==> src/rtl/load_store_unit_if.sv <==
// -----------------------------------------------------------------------------
// load_store_unit_if
// Request/response bundle between the EX/MEM pipeline register and the
// load/store unit.
//
// Handshake: a request transfers on the rising clk edge where req_valid and
// req_ready are both 1. The master holds req_* stable while req_valid=1 and
// req_ready=0. The LSU samples req_* only on that edge and ignores them at
// every other time. resp_valid is a single-cycle pulse with no back-pressure;
// resp_err and resp_rdata are meaningful in that cycle, and resp_rdata keeps
// its value until the next pulse.
//
// Signals
//   req_valid    master -> slave  request present
//   req_ready    slave  -> master slave can accept a request this cycle
//   req_we       master -> slave  1 = store, 0 = load
//   req_size     master -> slave  00 byte, 01 half, 10 word, 11 illegal
//   req_unsigned master -> slave  loads: 1 = zero-extend, 0 = sign-extend
//   req_addr     master -> slave  byte address
//   req_wdata    master -> slave  store data, right-justified
//   resp_valid   slave  -> master one-cycle completion pulse
//   resp_err     slave  -> master access error, valid with resp_valid
//   resp_rdata   slave  -> master load result
// -----------------------------------------------------------------------------
interface load_store_unit_if;
    logic        req_valid;
    logic        req_ready;
    logic        req_we;
    logic [1:0]  req_size;
    logic        req_unsigned;
    logic [31:0] req_addr;
    logic [31:0] req_wdata;
    logic        resp_valid;
    logic        resp_err;
    logic [31:0] resp_rdata;

    modport master (
        output req_valid, req_we, req_size, req_unsigned, req_addr, req_wdata,
        input  req_ready, resp_valid, resp_err, resp_rdata
    );

    modport slave (
        input  req_valid, req_we, req_size, req_unsigned, req_addr, req_wdata,
        output req_ready, resp_valid, resp_err, resp_rdata
    );
endinterface

==> src/rtl/load_store_unit.sv <==
// -----------------------------------------------------------------------------
// load_store_unit
// MEM-stage front end of DataMemory. Takes one load or store per request,
// converts the byte address to a word index, performs sub-word stores as
// read-modify-write, and extracts and extends sub-word loads. Misaligned,
// out-of-range and illegal-size accesses complete with resp_err and do not
// touch memory.
//
// Byte lanes are big-endian: offset k occupies bits [31-8k -: 8]. A half at
// offset 0 occupies [31:16], and a half at offset 2 occupies [15:0].
//
// Configuration macro: LSU_SUBWORD_EN
//   defined   - byte and half loads and stores are supported.
//   undefined - only word accesses are legal. Byte and half requests complete
//               with resp_err. The RMW states and lane logic are not built.
//
// Parameter
//   MEM_WORDS  DataMemory depth in 32-bit words; word index >= MEM_WORDS errors
//
// Ports
//   clk, rst_n  clock; asynchronous active-low reset
//   bus         request/response bundle (slave side)
//   mem_addr    word index to DataMemory = {2'b00, addr[31:2]}
//   mem_wdata   word to write
//   mem_write   DataMemory MemWrite
//   mem_read    DataMemory MemRead
//   mem_rdata   DataMemory ReadData, valid the cycle after mem_read
//   fsm_state   current FSM state, for observation only
// -----------------------------------------------------------------------------
module load_store_unit #(
    parameter int MEM_WORDS = 32
) (
    input  logic                     clk,
    input  logic                     rst_n,
    load_store_unit_if.slave         bus,
    output logic [31:0]              mem_addr,
    output logic [31:0]              mem_wdata,
    output logic                     mem_write,
    output logic                     mem_read,
    input  logic [31:0]              mem_rdata,
    output logic [2:0]               fsm_state
);

    typedef enum logic [2:0] {
        IDLE    = 3'd0,
        WR      = 3'd1,
        RD      = 3'd2,
        CAP     = 3'd3,
        RMW_RD  = 3'd4,
        RMW_MRG = 3'd5,
        RESP    = 3'd6
    } state_t;

    localparam logic [1:0]  SZ_BYTE     = 2'b00;
    localparam logic [1:0]  SZ_HALF     = 2'b01;
    localparam logic [1:0]  SZ_WORD     = 2'b10;
    localparam logic [29:0] MEM_WORDS_W = 30'(MEM_WORDS);

    state_t      state, state_d;
    logic        accept;
    logic        req_bad;
    logic [31:0] load_result;

    logic        mem_write_d, mem_read_d;
    logic [31:0] mem_addr_d, mem_wdata_d;
    logic        resp_valid_d, resp_err_d;
    logic [31:0] resp_rdata_d;

    assign accept        = bus.req_valid && (state == IDLE);
    assign bus.req_ready = (state == IDLE);
    assign fsm_state     = state;

    // Access legality, evaluated on the live request at the accept edge.
    always_comb begin
        req_bad = 1'b0;
        case (bus.req_size)
            SZ_WORD: req_bad = (bus.req_addr[1:0] != 2'b00);
`ifdef LSU_SUBWORD_EN
            SZ_HALF: req_bad = bus.req_addr[0];
            SZ_BYTE: req_bad = 1'b0;
`endif
            default: req_bad = 1'b1;
        endcase
        if (bus.req_addr[31:2] >= MEM_WORDS_W) begin
            req_bad = 1'b1;
        end
    end

`ifdef LSU_SUBWORD_EN
    // Request fields that later states need. Only the low half of the store
    // data is kept because word stores write req_wdata straight into mem_wdata.
    logic [1:0]  size_q;
    logic        uns_q;
    logic [1:0]  off_q;
    logic [15:0] wdata_q;
    logic [7:0]  lane_b;
    logic [15:0] lane_h;
    logic [31:0] merged;

    always_ff @(posedge clk or negedge rst_n) begin
        if (!rst_n) begin
            size_q  <= SZ_WORD;
            uns_q   <= 1'b0;
            off_q   <= 2'b00;
            wdata_q <= 16'h0000;
        end else if (accept) begin
            size_q  <= bus.req_size;
            uns_q   <= bus.req_unsigned;
            off_q   <= bus.req_addr[1:0];
            wdata_q <= bus.req_wdata[15:0];
        end
    end

    // Lane extraction for loads and lane replacement for RMW stores.
    always_comb begin
        lane_b      = 8'h00;
        lane_h      = 16'h0000;
        load_result = mem_rdata;
        merged      = mem_rdata;
        case (off_q)
            2'd0:    lane_b = mem_rdata[31:24];
            2'd1:    lane_b = mem_rdata[23:16];
            2'd2:    lane_b = mem_rdata[15:8];
            default: lane_b = mem_rdata[7:0];
        endcase
        lane_h = off_q[1] ? mem_rdata[15:0] : mem_rdata[31:16];
        case (size_q)
            SZ_BYTE: begin
                load_result = uns_q ? {24'h000000, lane_b} : {{24{lane_b[7]}}, lane_b};
                case (off_q)
                    2'd0:    merged[31:24] = wdata_q[7:0];
                    2'd1:    merged[23:16] = wdata_q[7:0];
                    2'd2:    merged[15:8]  = wdata_q[7:0];
                    default: merged[7:0]   = wdata_q[7:0];
                endcase
            end
            SZ_HALF: begin
                load_result = uns_q ? {16'h0000, lane_h} : {{16{lane_h[15]}}, lane_h};
                if (off_q[1]) merged[15:0]  = wdata_q;
                else          merged[31:16] = wdata_q;
            end
            default: begin
                load_result = mem_rdata;
                merged      = mem_rdata;
            end
        endcase
    end
`else
    // Word-only build: the extension control has no effect.
    logic unused_req_unsigned;
    assign unused_req_unsigned = bus.req_unsigned;
    assign load_result         = mem_rdata;
`endif

    // State register. All outputs are registered here too, loaded from the
    // values the output process derives for the state being entered.
    always_ff @(posedge clk or negedge rst_n) begin
        if (!rst_n) begin
            state          <= IDLE;
            mem_write      <= 1'b0;
            mem_read       <= 1'b0;
            mem_addr       <= 32'h0;
            mem_wdata      <= 32'h0;
            bus.resp_valid <= 1'b0;
            bus.resp_err   <= 1'b0;
            bus.resp_rdata <= 32'h0;
        end else begin
            state          <= state_d;
            mem_write      <= mem_write_d;
            mem_read       <= mem_read_d;
            mem_addr       <= mem_addr_d;
            mem_wdata      <= mem_wdata_d;
            bus.resp_valid <= resp_valid_d;
            bus.resp_err   <= resp_err_d;
            bus.resp_rdata <= resp_rdata_d;
        end
    end

    // Next-state logic.
    always_comb begin
        state_d = state;
        case (state)
            IDLE: begin
                if (accept) begin
                    if (req_bad)                        state_d = RESP;
                    else if (!bus.req_we)               state_d = RD;
                    else if (bus.req_size == SZ_WORD)   state_d = WR;
                    else
`ifdef LSU_SUBWORD_EN
                                                        state_d = RMW_RD;
`else
                                                        state_d = WR;
`endif
                end
            end
            WR:      state_d = RESP;
            RD:      state_d = CAP;
            CAP:     state_d = RESP;
`ifdef LSU_SUBWORD_EN
            RMW_RD:  state_d = RMW_MRG;
            RMW_MRG: state_d = WR;
`endif
            RESP:    state_d = IDLE;
            default: state_d = IDLE;
        endcase
    end

    // Output logic: strobes follow the state being entered, so the registered
    // strobe is high for exactly the cycle spent in that state. mem_write and
    // mem_read depend on disjoint states and can never be high together.
    always_comb begin
        mem_write_d  = (state_d == WR);
`ifdef LSU_SUBWORD_EN
        mem_read_d   = (state_d == RD) || (state_d == RMW_RD);
`else
        mem_read_d   = (state_d == RD);
`endif
        resp_valid_d = (state_d == RESP);
        resp_err_d   = accept && req_bad;
        mem_addr_d   = mem_addr;
        mem_wdata_d  = mem_wdata;
        resp_rdata_d = bus.resp_rdata;

        if (accept && !req_bad) begin
            mem_addr_d = {2'b00, bus.req_addr[31:2]};
            if (bus.req_we && bus.req_size == SZ_WORD) begin
                mem_wdata_d = bus.req_wdata;
            end
        end
`ifdef LSU_SUBWORD_EN
        if (state == RMW_MRG) begin
            mem_wdata_d = merged;
        end
`endif
        // resp_rdata changes only on entry to RESP; it is zero unless the
        // response comes from a completed load.
        if (state_d == RESP && state != RESP) begin
            resp_rdata_d = (state == CAP) ? load_result : 32'h0;
        end
    end

endmodule

==> src/flat_wrapper.sv <==
// flat-port wrapper written by rule: the top's interface ports become plain ports
module load_store_unit_flat 
#(
    parameter int MEM_WORDS = 32
)
  (clk, rst_n, mem_addr, mem_wdata, mem_write, mem_read, mem_rdata, fsm_state, bus_req_valid, bus_req_we, bus_req_size, bus_req_unsigned, bus_req_addr, bus_req_wdata, bus_req_ready, bus_resp_valid, bus_resp_err, bus_resp_rdata);
  load_store_unit_if bus_i ();
  input  logic clk;
  input  logic rst_n;
  output logic [31:0] mem_addr;
  output logic [31:0] mem_wdata;
  output logic mem_write;
  output logic mem_read;
  input  logic [31:0] mem_rdata;
  output logic [2:0] fsm_state;
  input wire logic [$bits(bus_i.req_valid)-1:0] bus_req_valid;
  input wire logic [$bits(bus_i.req_we)-1:0] bus_req_we;
  input wire logic [$bits(bus_i.req_size)-1:0] bus_req_size;
  input wire logic [$bits(bus_i.req_unsigned)-1:0] bus_req_unsigned;
  input wire logic [$bits(bus_i.req_addr)-1:0] bus_req_addr;
  input wire logic [$bits(bus_i.req_wdata)-1:0] bus_req_wdata;
  output wire logic [$bits(bus_i.req_ready)-1:0] bus_req_ready;
  output wire logic [$bits(bus_i.resp_valid)-1:0] bus_resp_valid;
  output wire logic [$bits(bus_i.resp_err)-1:0] bus_resp_err;
  output wire logic [$bits(bus_i.resp_rdata)-1:0] bus_resp_rdata;
  assign bus_i.req_valid = bus_req_valid;
  assign bus_i.req_we = bus_req_we;
  assign bus_i.req_size = bus_req_size;
  assign bus_i.req_unsigned = bus_req_unsigned;
  assign bus_i.req_addr = bus_req_addr;
  assign bus_i.req_wdata = bus_req_wdata;
  assign bus_req_ready = bus_i.req_ready;
  assign bus_resp_valid = bus_i.resp_valid;
  assign bus_resp_err = bus_i.resp_err;
  assign bus_resp_rdata = bus_i.resp_rdata;
  load_store_unit #(.MEM_WORDS(MEM_WORDS)) u_core (.clk(clk), .rst_n(rst_n), .bus(bus_i), .mem_addr(mem_addr), .mem_wdata(mem_wdata), .mem_write(mem_write), .mem_read(mem_read), .mem_rdata(mem_rdata), .fsm_state(fsm_state));
endmodule
==> config.mk <==
export PLATFORM = sky130hd
export DESIGN_NAME = load_store_unit_flat
export DESIGN_NICKNAME = d
export VERILOG_FILES = /design/src/rtl/load_store_unit_if.sv /design/src/rtl/load_store_unit.sv /design/src/flat_wrapper.sv
export SDC_FILE = /design/constraint.sdc
export NUM_CORES = 1
export LEC_CHECK = 0
export ABC_AREA = 0
export CORE_ASPECT_RATIO = 0.9
export CORE_MARGIN = 2
export CORE_UTILIZATION = 35
export CTS_CLUSTER_DIAMETER = 50
export DETAILED_ROUTE_END_ITERATION = 10
export GPL_TIMING_DRIVEN = 0
export HOLD_SLACK_MARGIN = 0.02
export PLACE_DENSITY = 0.7
export SYNTH_ARGS = -nofsm -noshare
export SYNTH_HDL_FRONTEND = slang
export SYNTH_SLANG_ARGS = --single-unit
export TNS_END_PERCENT = 100
==> constraint.sdc <==
create_clock -name clk -period 4.75 [get_ports clk]
set_input_delay 0.95 -clock clk [delete_from_list [all_inputs] [get_ports clk]]
set_output_delay 0.95 -clock clk [all_outputs]
set_load 0.01 [all_outputs]
==> summary.md, run 1 <==
| Metric | Value |
|---|---|
| Outcome | `complete, but fails checks` |
| Failing checks | `DRC` |
| Async set or reset register ratio after synthesis | `100.0%` |
| Switching share of power | `roughly a quarter` |
| Worst clock skew | `0.007862 ns` |
| Worst path cell trace | `clkdlybuf4s50_1 > nor4_1 > nand4_2 > nor4_4 > buf_6 > mux2_1` |
| Least-Margin Pin Slew | `0.6454 ns` |
| Iteration-0 DRC Markers | `130` |
| FMAX | `between 0.3 and 0.4 GHz` |
| CP max FO | `10` |
| Post-route insts no fill | `596` |
| Initial antenna violation count | `0` |
| Flop pwr share | `40.4%` |
| R2R Setup Slk | `between 2 and 3 ns` |
| Die H | `102.0 um` |
| Via/cell ratio | `4.804` |
| Die X | `112.9 um` |
| Cell taking the most area after synthesis | `dfrtp_1` |
| WP data arrival | `3.26 ns` |
| Mux contribution to synthesized area | `between 10% and 20%` |
| Kind of critical path | `primary input to register` |
| DRC | `15` |
| Worst-skew pair later-pin latency | `approximately 0.33 ns` |
| Internal | `around 0.0019 W` |
| Highest-delay cell along the critical path | `nor4_4` |
| CP top delay family | `simple AND/OR/NAND/NOR gates` |
| Syn. warnings | `0` |
| Slew Viols, Final | `0` |
| Top-count cell post-synth | `dfrtp_1` |
| RePlAce Congestion | `between 0.7 and 0.8` |
| Max-cap violations | `0` |
| CTS tree | `done` |
| CP Depth | `6` |
| Synth unique cells | `25` |
| Via count | `2,863` |
| Post-route ant nets | `0` |
| Combinational share of power | `a little over a quarter` |
| CTS Buf Count | `9` |
| PortBufs | `about 200` |
| Post-synth top flop | `dfrtp_1` |
| Seq cells post-synth | `between 100 and 150` |
| HPWL Detailed | `between 7000 and 8000 um` |
| Power Dens Cells | `just over 400 nW/um^2` |
| Worst hold path class | `register to register` |
| Main combinational cell family by area after synthesis | `multiplexers` |
| Worst Path Buf+Inv | `2` |
| Post-Route WL | `approximately 10000 um` |
| Placed Cells | `580` |
| Htree depth | `3` |
| Starting Density | `a little over a third` |
| Leakage | `about 2.9 nW` |
| CTS Sinks | `101` |
| Mean Syn Cell Area | `roughly 15 um^2` |
| Min Tclk post-route | `approximately 3.0 ns` |
| First-pass GRT wire length | `around 16,000 um` |
| Die area | `~12,000 um^2` |
| # diodes | `0` |
| Cts hold-fix bufs | `0` |
| Core Area | `about 10,000 um^2` |
| DRT Pass-1 Iters | `8` |
| Final hold violations | `0` |
| Final Setup Violations | `0` |
| Post-synthesis simple-gate area fraction | `8.741%` |
| Synth Area in Compound Gates | `under 10%` |
| Pin count of the biggest net entering global routing | `54` |
| R2R depth | `5` |
| Grt ovf | `0` |
| GRT Overall Usage | `roughly 17%` |
| Cell depth of the worst min-delay path | `1` |
| Post-cts resize count | `0` |
| Relative slew margins | `between 50% and 60%` |
| Startpoint types | `primary input` |
| Rows | `35` |
| Routed wire per std cell | `between 15 and 20 um` |
| Post-Syn Area | `between 3000 and 4000 um^2` |
| Post-synthesis sequential area ratio | `around two thirds` |
| EDFF count, synth | `0` |
| Layout cell share with drive strength beyond 1 | `8.351%` |
| I/O Pins | `slightly above 200` |
| Post-CTS setup buffers | `0` |
| Post-synthesis adder-cell area fraction | `0%` |
| Nets | `~570` |
| Mapped Cells | `246` |
| Worst-path clk slew | `~0.070 ns` |
| Worst vdd ir | `approximately 0.00039 V` |
| WP data required | `4.97 ns` |
| Vias in the first global route | `3,065` |
| Clk root buf | `clkbuf_16` |
| CTS max path bufs | `2` |
| Final core occ | `between 60 and 70%` |
| Xor/xnor share of the synthesized area | `0%` |
| Filler cells | `approximately 840` |
| Clk pwr share | `33.3%` |
| Net switching power | `approximately 0.00067 W` |
| Crit end category | `register` |
| Share of the synthesized area in the top cell type | `around 68%` |
| Area Overhead vs Synth | `69.02%` |
| Most area-consuming cells after synthesis | `dfrtp_1 (68%), mux2_1 (9.0%), a32o_1 (8.6%)` |
| Final period util | `64.00%` |
| RSZ-0062 raised after global routing | `false` |
| Max incr delay on CP | `around 0.55 ns` |
| Commonest cells post-synth | `dfrtp_1 (101), a32o_1 (32), mux2_1 (30)` |
## layout make-up
class / count / area, um^2 / share of cell area (%)
Inverter: 3 / 11.26 / 0.1783
Timing Repair Buffer: 204 / 2057 / 32.57
Multi-Input combinational cell: 125 / 1099 / 17.40
Tap cell: 129 / 161.4 / 2.556
Sequential cell: 101 / 2527 / 40.02
Buffer: 18 / 102.6 / 1.625
Clock inverter: 5 / 103.9 / 1.645
Clock buffer: 11 / 252.7 / 4.002
## cell families (layout without fill, tap and decap cells)
| kind of cell | after synthesis | in the layout |
|---|---|---|
| simple gates | 51 | 51 |
| mux | 37 | 37 |
| buf+inv | 21 | 241 |
| flops | 101 | 101 |
| compound gates | 35 | 35 |
| other cells | 1 | 2 |
## registers in the layout, indices dropped and copies added, names as in the netlist
signal / flops
u_core.mem_addr: 30
u_core.bus.resp_err: 1
u_core.mem_read: 1
u_core.bus.resp_valid: 1
u_core.mem_wdata: 32
u_core.mem_write: 1
u_core.bus.resp_rdata: 32
u_core.fsm_state: 3
## worst reg2reg max path, cell delays in order (launching register included)
cell and delay [ns]:
dfrtp_1 0.43, nor3_1 0.28, nand2_1 0.20, nor3_1 0.30, buf_2 0.31, mux2_2 0.36
## per-layer routing
metal	track usage [%]	share of wire [%]	vias to the layer above	wire length [um]
li1	-	-	1330	-
met1	20.71	40	1392	3923
met2	28.22	47	130	4680
met3	7.948	11	11	1135
met4	6.379	1.4	0	137
met5	0	0	-	0
## worst paths after layout
path	startpoint	end
max reg2reg	u_core.fsm_state[2]	u_core.mem_addr[2]
max in group asynchronous	rst_n	u_core.mem_addr[22]
min in group asynchronous	rst_n	u_core.mem_wdata[16]
min	u_core.mem_wdata[9]	u_core.mem_wdata[9]
max	bus_req_addr[11]	u_core.mem_wdata[29]
min reg2reg	u_core.mem_wdata[9]	u_core.mem_wdata[9]
## power groups by stage
stage | sequential, W | combinational [W] | clock, W
floorplan | 0.00110 | 0.000230 | 0
detailed placement | 0.00105 | 0.000681 | 0
global route | 0.00105 | 0.000734 | 0.000913
CTS | 0.00104 | 0.000688 | 0.000881
finish | 0.00104 | 0.000677 | 0.000857
global placement | 0.00105 | 0.000668 | 0
## stage by stage
step                area, um^2  setup TNS (ns)  setup slack, ns  power [W]  hold WS (ns)
floorplan                 3740               0            2.170   0.001330        0.5167
global placement          5933         -104.29           -1.038   0.001716        0.4660
detailed placement        5958               0            1.303   0.001735        0.4741
CTS                       6315               0            1.662   0.002608        0.4895
global route              6315               0            1.461   0.002700        0.5037
finish                    6315               0            1.710   0.002574        0.4843
## layout by cell type (no fill, tap or decap)
cell / instances
clkbuf_16: 9
buf_1: 1
inv_6: 1
nor4_1: 6
mux2_2: 7
clkbuf_1: 8
o21bai_2: 1
nand2b_1: 1
nor2_1: 5
nand2_1: 4
buf_16: 1
nand4_1: 1
dfrtp_1: 101
a311oi_1: 1
nor4b_2: 1
clkinv_2: 1
buf_4: 3
bufinv_16: 3
o21a_1: 1
nor4_4: 1
nand4_2: 1
clkdlybuf4s50_1: 202
mux2_1: 30
buf_6: 3
nor3_1: 5
buf_2: 4
a32o_1: 32
clkbuf_8: 2
conb_1: 2
nor2b_1: 25
nor4_2: 1
inv_1: 3
(Power assumes the default switching activity.)
==> run 2: changes to the inputs <==
--- a/config.mk
+++ b/config.mk
@@ -13,7 +13,7 @@
 export DETAILED_ROUTE_END_ITERATION = 10
 export GPL_TIMING_DRIVEN = 0
 export HOLD_SLACK_MARGIN = 0.02
-export PLACE_DENSITY = 0.7
+export PLACE_DENSITY = 0.73
 export SYNTH_ARGS = -nofsm -noshare
 export SYNTH_HDL_FRONTEND = slang
 export SYNTH_SLANG_ARGS = --single-unit
==> constraint.sdc (replaced) <==
create_clock -name clk -period 2.7 [get_ports clk]
set_input_delay 0.54 -clock clk [delete_from_list [all_inputs] [get_ports clk]]
set_output_delay 0.54 -clock clk [all_outputs]
set_load 0.01 [all_outputs]
==> run 2 against run 1 <==
  * The flow still finishes with violations (DRC)
  * Design area decreased by 0.50%
  * Register-to-register slack worse by 2.0 ns
  * Critical path depth increased by 1
  * Clock-buffer cell count fell by 1
  * Critical path type unchanged
  * Critical endpoint is now u_core.mem_wdata[3]
==> summary.md, run 2 (synthesis gave the netlist of run 1 again) <==
| Metric | Value |
|---|---|
| DRC | `14 (-1)` |
| R2R depth | `6 (+1)` |
| Via count | `2,911 (+1.7%)` |
| Final period util | `about 95%` |
| Kind of critical path | `primary input to register` |
| Via/cell ratio | `4.876 (+1.5%)` |
| CTS Sinks | `101 (unchanged)` |
| Place WS | `-0.5225 ns (-1.826 ns)` |
| Leakage | `2.842 nW (-0.75%)` |
| HPWL Detailed | `7434 um (+1.3%)` |
| GRT Overall Usage | `17.17% (-0.25 points)` |
| RSZ-0062 raised after global routing | `false` |
| WP data required | `2.91 ns (-2.06 ns)` |
| Clk root buf | `clkbuf_16` |
| Commonest non-fill, non-tap cells in the layout | `clkdlybuf4s50_1 (202), dfrtp_1 (101), a32o_1 (32)` |
| CTS tree | `done` |
| Switching share of power | `27.73% (+1.6 points)` |
| Failing checks | `DRC` |
| Routed wire per std cell | `16.52 um (-0.29%)` |
| Crit end category | `register` |
| Crit path to | `u_core.mem_wdata[3]` |
| Nets | `566 (+0.18%)` |
| Power Dens Cells | `693.1 nW/um^2 (+70%)` |
| WP data arrival | `2.78 ns (-0.48 ns)` |
| Slew Viols, Final | `0 (unchanged)` |
| CP Depth | `7 (+1)` |
| PortBufs | `203 (unchanged)` |
| Worst vdd ir | `0.0005092 V (+31%)` |
| Max incr delay on CP | `0.44 ns (-0.11 ns)` |
| Final hold violations | `0 (unchanged)` |
| R2R Path End | `u_core.mem_wdata[3]` |
| Fin worst setup slack | `0.1309 ns (-1.579 ns)` |
| Worst setup path startpoint | `bus_req_addr[11]` |
| Flop pwr share | `41.9% (+1.5 points)` |
| Final core occ | `60.80% (-0.30 points)` |
| Pwr Total | `0.004355 W (+69%)` |
| DRT Pass-1 Iters | `9 (+1)` |
| # diodes | `0 (unchanged)` |
| Worst r2r src | `u_core.fsm_state[2]` |
| Grt ovf | `0 (unchanged)` |
| Worst clock skew | `0.007595 ns (-0.0002668 ns)` |
| Startpoint types | `primary input` |
| Area Overhead vs Synth | `68.18%` |
| Final Setup Violations | `0 (unchanged)` |
| CTS max path bufs | `2 (unchanged)` |
| Die area | `11,520 um^2 (unchanged)` |
| Outcome | `complete, but fails checks` |
| Least-Margin Pin Slew | `0.7350 ns (+0.08959 ns)` |
| Core Area | `10,330 um^2 (unchanged)` |
| Internal | `0.003148 W (+65%)` |
| Iteration-0 DRC Markers | `115 (-12%)` |
| Worst-skew pair later-pin latency | `0.33 ns (about the same)` |
| Combinational share of power | `27.3% (+1.0 points)` |
| Die X | `112.9 um (unchanged)` |
| Layout cell share with drive strength beyond 1 | `8.974% (+0.62 points)` |
| Initial antenna violation count | `0 (unchanged)` |
| Dpl cell area | `5951 um^2 (-0.13%)` |
| Worst hold path class | `primary input to asynchronous set/reset pin` |
| Htree depth | `3 (unchanged)` |
| Post-Route WL | `9865 um (-0.12%)` |
| Placed Cells | `580 (unchanged)` |
| Min Tclk post-route | `between 2 and 3 ns` |
| Filler cells | `878 (+5.1%)` |
| Register area | `2527 um^2 (unchanged)` |
| Worst Path Buf+Inv | `3 (+1)` |
| Relative slew margins | `51.00% (-6.0 points)` |
| R2R Setup Slk | `0.76 ns (-2.00 ns)` |
| FMAX | `between 0.3 and 0.4 GHz` |
| CTS Buf Count | `9 (unchanged)` |
| Most common cell after layout, fill and taps aside | `clkdlybuf4s50_1` |
| Rows | `35 (unchanged)` |
| Largest registers | `u_core.bus.resp_rdata: 32 flops, u_core.mem_wdata: 32 flops, u_core.mem_addr: 30 flops` |
| Design area | `6284 um^2 (-0.50%)` |
| Starting Density | `36.15% (unchanged)` |
| Pin count of the biggest net entering global routing | `59 (+9.3%)` |
| Max-cap violations | `0 (unchanged)` |
| Die H | `102.0 um (unchanged)` |
| CP top delay family | `simple AND/OR/NAND/NOR gates` |
| Post-route ant nets | `0 (unchanged)` |
| Highest-delay cell along the critical path | `clkdlybuf4s50_1` |
| First-pass GRT wire length | `15,640 um (+0.62%)` |
| Multi-input gate area | `1110 um^2 (+1.0%)` |
| Worst-path clk slew | `0.07 ns (about the same)` |
| Worst path cell trace | `clkdlybuf4s50_1 > nor4_2 > nand4_2 > nor4_4 > buf_4 > buf_6 > mux2_1` |
| Clk pwr share | `30.7% (-2.6 points)` |
| Post-route insts no fill | `597 (+0.17%)` |
| RePlAce Congestion | `0.6915 (-4.3%)` |
| I/O Pins | `207 (unchanged)` |
| CP max FO | `10 (unchanged)` |
| Net switching power | `0.001208 W (+80%)` |
| Vias in the first global route | `3,036 (-0.95%)` |
-- run 2: worst min-delay path by stage --
stage                                      end  slack, ns  cells after the start
after floorplan            u_core.bus.resp_err       0.24                      0
after global placement    u_core.mem_wdata[13]       0.47                      1
after detailed placement  u_core.mem_wdata[23]       0.47                      1
after CTS                  u_core.mem_addr[29]       0.29                      1
after global routing        u_core.mem_addr[6]       0.31                      1
final                      u_core.mem_addr[29]       0.26                      1
-- run 2: metrics by stage --
| step | hold slack, ns | setup TNS (ns) |
|---|---|---|
| floorplan | 0.2444 | 0 |
| global placement | 0.4661 | -287.45 |
| detailed placement | 0.4740 | -34.25 |
| CTS | 0.2899 | 0 |
| global route | 0.3090 | 0 |
| finish | 0.2559 | 0 |
-- run 2: power by group through the flow --
| stage | registers, W | logic, W | clock network [W] |
|---|---|---|---|
| CTS | 0.00183 | 0.00120 | 0.00139 |
| global route | 0.00185 | 0.00129 | 0.00145 |
| global placement | 0.00184 | 0.00117 | 0 |
| floorplan | 0.00193 | 0.000405 | 0 |
| finish | 0.00183 | 0.00119 | 0.00134 |
| detailed placement | 0.00185 | 0.00120 | 0 |
-- run 2: final cells by class --
cell class | count | share of cell area, %
Buffer | 18 | 1.633
Clock buffer | 10 | 3.803
Clock inverter | 6 | 1.195
Inverter | 3 | 0.1792
Multi-Input combinational cell | 125 | 17.66
Sequential cell | 101 | 40.22
Tap cell | 129 | 2.569
Timing Repair Buffer | 205 | 32.74
-- run 2: timing repair --
item,4_1_cts,5_1_grt
buffers inserted,0,1
pin swaps,0,1
hold buffers,0,0
gates resized for setup,1,1
setup endpoints to repair,35,35
-- run 2: per-layer routing --
metal / part of all wire, % / wire length, um / vias up / global-route usage, %
met5: 0 / 0 / - / 0
met4: 0.28 / 28 / 0 / 2.533
met3: 9.5 / 935 / 4 / 7.473
met2: 50 / 4896 / 121 / 28.13
met1: 41 / 4004 / 1459 / 21.94
li1: - / - / 1327 / -
